==> src/rtl/cpu_memory_responder.sv <==
// Loadable 16x8 program RAM for the CPU bus: zero-fills on boot, streams an image in, then serves reads and writes.
// Read path is combinational from address (0 cycles); writes land on the next rising edge.
// boot_ready is high only in LOAD; cpu_hold keeps the CPU off until the image is in; strobes while held are dropped and flagged.
module cpu_memory_responder #(
  parameter int ADDR_W = 4,
  parameter int DATA_W = 8,
  parameter int DEPTH  = 16
) (
  input  logic              clk,
  input  logic              clr,
  input  logic              read,
  input  logic              write,
  input  logic [ADDR_W-1:0] address,
  input  logic [DATA_W-1:0] memoryIn,
  output logic [DATA_W-1:0] memoryOut,
  input  logic              boot_valid,
  input  logic [DATA_W-1:0] boot_data,
  input  logic              boot_last,
  output logic              boot_ready,
  input  logic              reload,
  output logic              cpu_hold,
  output logic              bad_access
);

  typedef enum logic [1:0] {
    ST_CLEAR = 2'd0,
    ST_LOAD  = 2'd1,
    ST_RUN   = 2'd2
  } state_t;

  localparam logic [ADDR_W-1:0] LP_LAST = ADDR_W'(DEPTH - 1);

  state_t            r_state;
  logic [ADDR_W-1:0] r_ptr;
  logic              r_bad;
  logic [DATA_W-1:0] r_mem [DEPTH];

  logic              w_mem_we;
  logic [ADDR_W-1:0] w_mem_addr;
  logic [DATA_W-1:0] w_mem_din;

  // Pick the single array write port source: clear pointer, boot stream, or CPU.
  always_comb begin
    w_mem_we   = 1'b0;
    w_mem_addr = r_ptr;
    w_mem_din  = '0;
    case (r_state)
      ST_CLEAR: begin
        w_mem_we = 1'b1;
      end
      ST_LOAD: begin
        w_mem_we  = boot_valid;
        w_mem_din = boot_data;
      end
      ST_RUN: begin
        w_mem_we   = write;
        w_mem_addr = address;
        w_mem_din  = memoryIn;
      end
      default: begin
        w_mem_we = 1'b0;
      end
    endcase
  end

  // Array storage: no reset, CLEAR overwrites every location after reset.
  always_ff @(posedge clk) begin
    if (w_mem_we) begin
      r_mem[w_mem_addr] <= w_mem_din;
    end
  end

  // Boot sequencer: clear sweep, image load, then run until reload.
  always_ff @(posedge clk or negedge clr) begin
    if (!clr) begin
      r_state <= ST_CLEAR;
      r_ptr   <= '0;
      r_bad   <= 1'b0;
    end else begin
      case (r_state)
        ST_CLEAR: begin
          if (read || write) r_bad <= 1'b1;
          if (r_ptr == LP_LAST) begin
            r_state <= ST_LOAD;
            r_ptr   <= '0;
          end else begin
            r_ptr <= r_ptr + 1'b1;
          end
        end
        ST_LOAD: begin
          if (read || write) r_bad <= 1'b1;
          if (boot_valid) begin
            // A full image ends on the last location even without boot_last.
            if (boot_last || (r_ptr == LP_LAST)) begin
              r_state <= ST_RUN;
              r_ptr   <= '0;
            end else begin
              r_ptr <= r_ptr + 1'b1;
            end
          end
        end
        ST_RUN: begin
          if (reload) begin
            r_state <= ST_CLEAR;
            r_ptr   <= '0;
            r_bad   <= 1'b0;
          end
        end
        default: begin
          r_state <= ST_CLEAR;
          r_ptr   <= '0;
        end
      endcase
    end
  end

  // Status outputs decode straight from the state register.
  always_comb begin
    boot_ready = (r_state == ST_LOAD);
    cpu_hold   = (r_state != ST_RUN);
    bad_access = r_bad;
    memoryOut  = (r_state == ST_RUN) ? r_mem[address] : '0;
  end

endmodule

==> config.mk <==
export PLATFORM = sky130hd
export DESIGN_NAME = cpu_memory_responder
export DESIGN_NICKNAME = d
export VERILOG_FILES = /design/src/rtl/cpu_memory_responder.sv
export SDC_FILE = /design/constraint.sdc
export NUM_CORES = 1
export LEC_CHECK = 0
export ABC_AREA = 1
export CORE_ASPECT_RATIO = 2
export CORE_MARGIN = 2
export CORE_UTILIZATION = 59
export DETAILED_ROUTE_END_ITERATION = 10
export MAX_ROUTING_LAYER = met4
export PLACE_DENSITY = 0.8
export SLEW_MARGIN = 20
export SYNTH_ARGS = -nofsm -noshare
export SYNTH_HDL_FRONTEND = slang
export SYNTH_SLANG_ARGS = --single-unit
==> constraint.sdc <==
create_clock -name clk -period 2.65 [get_ports clk]
set_input_delay 0.795 -clock clk [delete_from_list [all_inputs] [get_ports clk]]
set_output_delay 0.795 -clock clk [all_outputs]
set_load 0.01 [all_outputs]
# Yosys cells after proc, flatten, opt, wreduce, memory -nomap -nowiden
# Memories as Yosys holds them, arrays and structs flattened.
# Index checks and enable logic that the tools add are counted.
# totals
reg_bits	7
input_bits	27
ramBits	128
out_inout_bits	11
wordCells	41
memories	1
# classes
n_mux	19
reduce_logical	8
n_addsub	1
eq_ne	9
# mem_list
memory	words	width	read_ports	rd_clocked_by_memory_dff	wr	line	source
r_mem	16	8	1	0	1	36	logic [DATA_W-1:0] r_mem [DEPTH];
# op_table
op	count
$mux 4	5
$pmux 8 s2	1
$pmux 4 s3	1
$mux 2	4
$mux 8	1
$ne 2x2->1 const B	4
$pmux 2 s3	1
$add 4x1->4 const B	1
$eq 4x4->1 const B	1
$mux 1	4
$ne 2x1->1 const B	2
$reduce_and 4->1	1
$pmux 1 s3	1
$reduce_and 3->1	1
$eq 2x1->1 const B	1
$eq 2x2->1 const B	1
$logic_not 2->1	1
$logic_or 1x1->1	2
$pmux 1 s2	1
$reduce_and 2->1	1
$reduce_bool 2->1	1
$reduce_or 2->1	1

# Depth between registers and ports, before layout
# Gate-level depths: netlist (run 1).
# logic_depth
depth_word	5
mapped_depth	11
ltp_nobuf	10

# Least setup slack after synthesis (run 1)
# No wires, ideal clock.
# synth_path
kind	input -> output
start	in address[0]
end	out memoryOut[0]
path_stages	9
t_required_ps	1855
n_path_buf	3
t_arrival_ps	1646
setup_slack_ps	209
path_cell_list	buf_4 -> inv_2 -> buf_6 -> buf_6 -> nand2_2 -> nand3_1 -> nand3_1 -> nand3_1 -> a21oi_2
# synth_between
elab_chain_len	2
# synth_lines
item	line	source
start: declaration	13	input logic [ADDR_W-1:0] address,
$mem_v2 16x8	--	
$mux 8	122	memoryOut = (r_state == ST_RUN) ? r_mem[address] : '0;
end: declaration	15	output logic [DATA_W-1:0] memoryOut,
# No other way between the ends.

# Final worst setup path (run 1)
# layout_path
start	in address[0]
end	out memoryOut[7]
# Same word-level chain as after synthesis.

==> qor.yml, run 1 <==
status: "finished clean"
holdCritStartpoint: "r_ptr[2]$_DFFE_PN0P_"
leakagePower_nw: 2.934
avgSynthCellArea_um2: 11.22
ir_drop_uv: 986.7
fin_crit_sh_pct: 99.54
regToRegStartpoint: "r_state[1]$_DFFE_PN0P_"
ys_ff_latch: 135
num_antenna_cells: 0
antenna_found_initial: 0
grt_use_total_pct: 30.90
grt-ovfl-total: 0
place.gp.congestion: 0.8321
areaGrowthSynthToFinish_pct: 30.75
io_pins: 38
pre_cts_ws_ns: -0.8178
ys_seq_area_share_pct: 68.08
wl_per_cell_um: 21.84
synth_cell_types: 27
chipWidth_um: 74.73
floorplan.initialDensity_pct: 60.46
timing.rr.end: "r_mem[5][2]$_DFFE_PP_"
final_common_cell: "edfxtp_1"
setup-violations-final: 0
num_rows: 51
syn-num-nets: 559
power.share.sequential_pct: 41.3
htreeDepth: 4
crit_required_ns: 1.86
synth_top_area_share_pct: 65.11
numCtsBuffers: 17
clock_latency_ns: 0.43
cts_tree: "yes"
crit_arrival_ns: 1.84
yosys.area.top_type: "edfxtp_1"
dp_hpwl_mm: 9.270
dieArea_um2: 10870
drc: 0
final_nets: 647
fmax_mhz: 379.1
core_um2: 9763
crit_fanout: 7
grt_pass1_wl_mm: 23.60
clockPowerShare_pct: 33.2
synthCells: 526
firstDrtPassIters: 6
min_delay_path_depth: 1
drive_above_1_share_pct: 22.49
max_cap_viol_count: 0
slew_headroom_pct: 74.75
min_to: "r_ptr[2]$_DFFE_PN0P_"
clock_sinks: 135
worstMarginPinSlew_ns: 0.3776
switchingPower_mw: 2.244
synth_area_leaders: "edfxtp_1, nor2_1, nand2_1"
finClkSkew_ns: 0.01429
clkTransAtPathRegs_ns: 0.05
grt_pass1_vias: 4560
swShare_pct: 30.48
fin_ws_ns: 0.01220
fp.dieH_um: 145.5
syn_area_um2: 5903
ff2ff_path_depth: 9
r2r_slack_ns: 0.28
via_count: 4696
cp-start-kind: "input port"
pwr-share-comb_pct: 25.5
final_antenna_net_count: 0
p_int_mw: 5.119
most-common-layout-cells: "edfxtp_1, nand2_1, nor2_1"
worst-setup-path-type: "in -> out"
drt_iter0_drc: 682
final_max_slew_viol_count: 0
ys.warnings.count: 0
hp-class: "reg -> reg"
finalHoldViolCount: 0
crit_path_end_kind: "output pin"
fin_crit_ns: 2.638
pwr_density_cell_nw_per_um2: 954.0
port_buffers: 37
cts_root_buf: "clkbuf_16"
vias_per_cell: 6.187
finalSetupTns_ns: 0
clock_path_buffers: 2
grt_max_degree: 29
routed_wirelength_mm: 16.58
cts-hold-fix-buffers: 0
[repair_timing]
action / CTS / global route
cloned: 3 / 6
buffers inserted: 1 / 0
setup endpoints to repair: 9 / 9
pin swaps: 6 / 15
resized for setup: 69 / 36
[area by class of cell]
class | instances | area [um^2]
Clock buffer | 19 | 432.9
Clock inverter | 13 | 180.2
Fill cell | 512 | 2044
Inverter | 34 | 161.4
Multi-Input combinational cell | 330 | 1689
Sequential cell | 135 | 4019
Tap cell | 132 | 165.2
Timing Repair Buffer | 96 | 1071
[power by group through the flow]
stage | combinational, mW | clock, mW | sequential [mW]
3_5_place_dp | 1.70 | 0 | 3.05
5_1_grt | 2.02 | 2.55 | 3.05
4_1_cts | 1.76 | 2.44 | 3.02
6_report | 1.88 | 2.45 | 3.04
3_3_place_gp | 1.61 | 0 | 3.03
2_1_floorplan | 0.928 | 0 | 3.04
[through the flow]
stage	std cells	hold WS [ns]	area (um^2)	util [%]	total power, mW
2_1_floorplan	526	0.4849	5903	-	3.963
3_3_place_gp	717	0.4766	6693	68.55	4.647
5_1_grt	759	0.5536	7719	79.06	7.622
3_5_place_dp	717	0.4814	6693	68.55	4.745
4_1_cts	753	0.5337	7458	76.39	7.212
6_report	759	0.5382	7719	79.06	7.364
[critical path: stages]
cell	delay, ns
clkbuf_16	0.15
clkbuf_16	0.16
nor2_1	0.13
nor2_1	0.07
o21ai_1	0.12
o211ai_1	0.12
nand3_1	0.10
nand2_1	0.06
buf_2	0.15
[worst max-delay path by stage]
stage,startpoint,end,slack [ns]
finish,address[0],memoryOut[7],0.01
global route,address[0],memoryOut[7],-0.04
CTS,address[0],memoryOut[6],-0.03
detailed placement,address[1],memoryOut[5],-0.82
global placement,address[1],memoryOut[0],-0.78
floorplan,address[0],memoryOut[0],0.21
[Yosys cell counts]
cell      count
a31o_2        1
dfrtp_1       7
or2_1         2
inv_4         1
nand2_1      90
buf_2        11
nor2_2        2
nand3_2       3
buf_6         6
nand2_2       2
a21oi_1      10
o21ai_1      20
nand2_4       1
clkbuf_1      6
o21a_1        1
buf_1         1
a21oi_2       3
edfxtp_1    128
ha_1          6
xor2_1        1
inv_1        30
nand3_1      35
o21ai_0      37
o211ai_1     25
nor2_1       91
inv_2         3
buf_4         3
[state kept, by name, indices dropped and copies added, names as in the netlist]
name and count:
r_ptr 4, r_mem 128, r_state 2, bad_access 1
[per-layer routing]
| metal | share of wire, % | wire length (um) | GRT usage, % | up-vias |
|---|---|---|---|---|
| met4 | 6.6 | 1095 | 16.43 | 0 |
| li1 | - | - | - | 2013 |
| met2 | 55 | 9123 | 51.81 | 365 |
| met1 | 31 | 5126 | 32.60 | 2206 |
| met5 | 0 | 0 | - | - |
| met3 | 7.4 | 1230 | 6.994 | 112 |
[kinds of logic (layout without fill, tap and decap cells)]
logic type,after synthesis,after routing,synth area share (%)
AO/OA/AOI/OAI,97,97,9.581
flip-flops,135,135,68.08
buffers and inverters,61,162,5.108
XOR/XNOR,1,1,0.1484
AND/OR/NAND/NOR,226,226,15.81
adder cells (fa/ha/maj),6,6,1.272
Power figures use the tool's default switching activity.
==> run 2, diff against run 1 <==
CORE_UTILIZATION = 60   (was 59)
DONT_BUFFER_PORTS = 1   (was not set)
PLACE_DENSITY = 0.76   (was 0.8)
==> run 2 against run 1 <==
Net effect:
- cell count shrank 7.9%
- clock skew shrank 0.0067 ns
- flip-flop and latch count is the same
- combinational power shrank 21%
- sequential power is essentially flat
- first-iteration DRC count shrank 46%
- critical endpoint is now memoryOut[4]
==> qor.yml, run 2 (synthesis results as in run 1) <==
pwr_density_cell_nw_per_um2: 992.2
dieArea_um2: 10700
floorplan.initialDensity_pct: 61.26
hold_slack_ns: 0.07170
cts_tree: "yes"
fin_crit_ns: 2.581
most-common-layout-cells: "edfxtp_1, nor2_1, nand2_1"
ff2ff_path_depth: 9
r2r_slack_ns: 0.37
timing.rr.end: "r_mem[2][5]$_DFFE_PP_"
seq_area_um2: 4019
grt_pass1_vias: 4022
crit_chain: "inv_2 > ha_4 > inv_4 > nor2_4 > nand3_1 > nand2_1"
cp-start-kind: "flop"
ir_drop_uv: 718.2
crit_arrival_ns: 1.79
crit_fanout: 7
chipWidth_um: 74.14
slew_headroom_pct: 73.71
power_mw: 6.702
port_buffers: 0
final_nets: 587
place.gp.congestion: 0.8208
crit_slowest_cell: "dfrtp_1"
drive_above_1_share_pct: 14.99
top_register: "r_mem"
routed_wirelength_mm: 13.13
fmax_mhz: 387.5
areaGrowthSynthToFinish_pct: 14.43
status: "finished clean"
num_rows: 51
grt-ovfl-total: 0
dp_hpwl_mm: 8.567
worstMarginPinSlew_ns: 0.3938
final_antenna_net_count: 0
largest_register_ff_count: 128
drt_iter0_drc: 366
worst-setup-path-type: "reg -> out"
numCtsBuffers: 17
io_pins: 38
clkTransAtPathRegs_ns: 0.06
hp-class: "in -> async"
final_max_slew_viol_count: 0
fp.dieH_um: 144.3
max_cap_viol_count: 0
rsz0062_at_grt: "no"
regToRegStartpoint: "r_state[0]$_DFFE_PN0P_"
dpl_cell_area_um2: 6172
cp_slowest_stage_delay_ns: 0.44
cts_root_buf: "clkbuf_16"
crit_path_end_kind: "output pin"
finClkSkew_ns: 0.007577
core_um2: 9635
drc: 0
via_count: 4031
final_common_cell: "edfxtp_1"
grt_use_total_pct: 27.16
utilization_pct: 70.11
crit_required_ns: 1.86
reg_top3: "r_mem x128, r_ptr x4, r_state x2"
num_antenna_cells: 0
crit_buf_inv: 2
crit_family: "simple AND/OR/NAND/NOR gates"
vias_per_cell: 5.767
grt_pass1_wl_mm: 20.11
design_area_um2: 6755
clock_path_buffers: 2
grt_max_degree: 66
setup-violations-final: 0
clock_sinks: 135
num-fill-cells: 668
fin_cells: 699
finalHoldViolCount: 0
cts-hold-fix-buffers: 0
antenna_found_initial: 0
wl_per_cell_um: 18.78
placed_cells: 666
firstDrtPassIters: 5
fin_crit_sh_pct: 97.39
leakagePower_nw: 2.502
htreeDepth: 4
clock_latency_ns: 0.41
multi_input_area_um2: 1600
-- run 2: changes by cell type in the layout (fill, tap and decap cells not counted), sizes merged --
cell / previous run / this run
clkbuf: 25 / 19
clkdlybuf4s50: 25 / 0
clkinv: 5 / 4
inv: 33 / 37
bufinv: 4 / 1
buf: 63 / 36
dlygate4sd2: 2 / 0
-- run 2: worst max path at each step --
| stage | from | to | slack (ns) | depth (start not counted) |
|---|---|---|---|---|
| floorplan | address[0] | memoryOut[0] | 0.21 | 9 |
| global route | r_state[0]$_DFFE_PN0P_ | memoryOut[4] | 0.01 | 6 |
| detailed placement | address[0] | memoryOut[3] | 0.16 | 8 |
| finish | r_state[0]$_DFFE_PN0P_ | memoryOut[4] | 0.07 | 6 |
| global placement | address[0] | memoryOut[0] | 0.19 | 8 |
| CTS | r_state[0]$_DFFE_PN0P_ | memoryOut[4] | -0.02 | 6 |
-- run 2: layer usage --
| layer | vias up | track usage, % | part of all wire, % | wire, um |
|---|---|---|---|---|
| li1 | 1886 | - | - | - |
| met1 | 1916 | 27.68 | 35 | 4614 |
| met5 | - | - | 0 | 0 |
| met3 | 39 | 5.505 | 4.7 | 612 |
| met4 | 0 | 13.11 | 4.3 | 564 |
| met2 | 190 | 48.17 | 56 | 7333 |
-- run 2: what timing repair did --
item,in CTS,in global routing
setup buffers,0,1
pin swaps,0,1
setup endpoints to repair,6,6
gates resized for setup,3,2
-- run 2: cell type report --
cell class                      count  share of cell area [%]
Clock buffer                       19                   6.409
Clock inverter                     13                   1.852
Inverter                           34                   1.926
Multi-Input combinational cell    330                   23.69
Sequential cell                   135                   59.49
Tap cell                          132                   2.445
Timing Repair Buffer               36                   4.186
-- run 2: worst register-to-register path, cell delays in order, from the launching register on --
cell and delay (ns):
dfrtp_1 0.44, inv_2 0.13, ha_4 0.18, buf_4 0.19, nand2_1 0.07, a31o_2 0.23
inv_1 0.10, nand3_1 0.17, nor2_1 0.26, buf_4 0.21
-- run 2: where the power goes --
part	switching [mW]	leakage [nW]	internal (mW)
Clock	0.893	0.257	1.30
Sequential	0.109	1.27	2.91
Combinational	1.03	0.973	0.456
-- run 2: per-stage QoR --
step	worst slack, ns	TNS (ns)
3_3_place_gp	0.1900	0
2_1_floorplan	0.2094	0
4_1_cts	-0.01999	-0.01999
6_report	0.06920	0
5_1_grt	0.01079	0
3_5_place_dp	0.1600	0
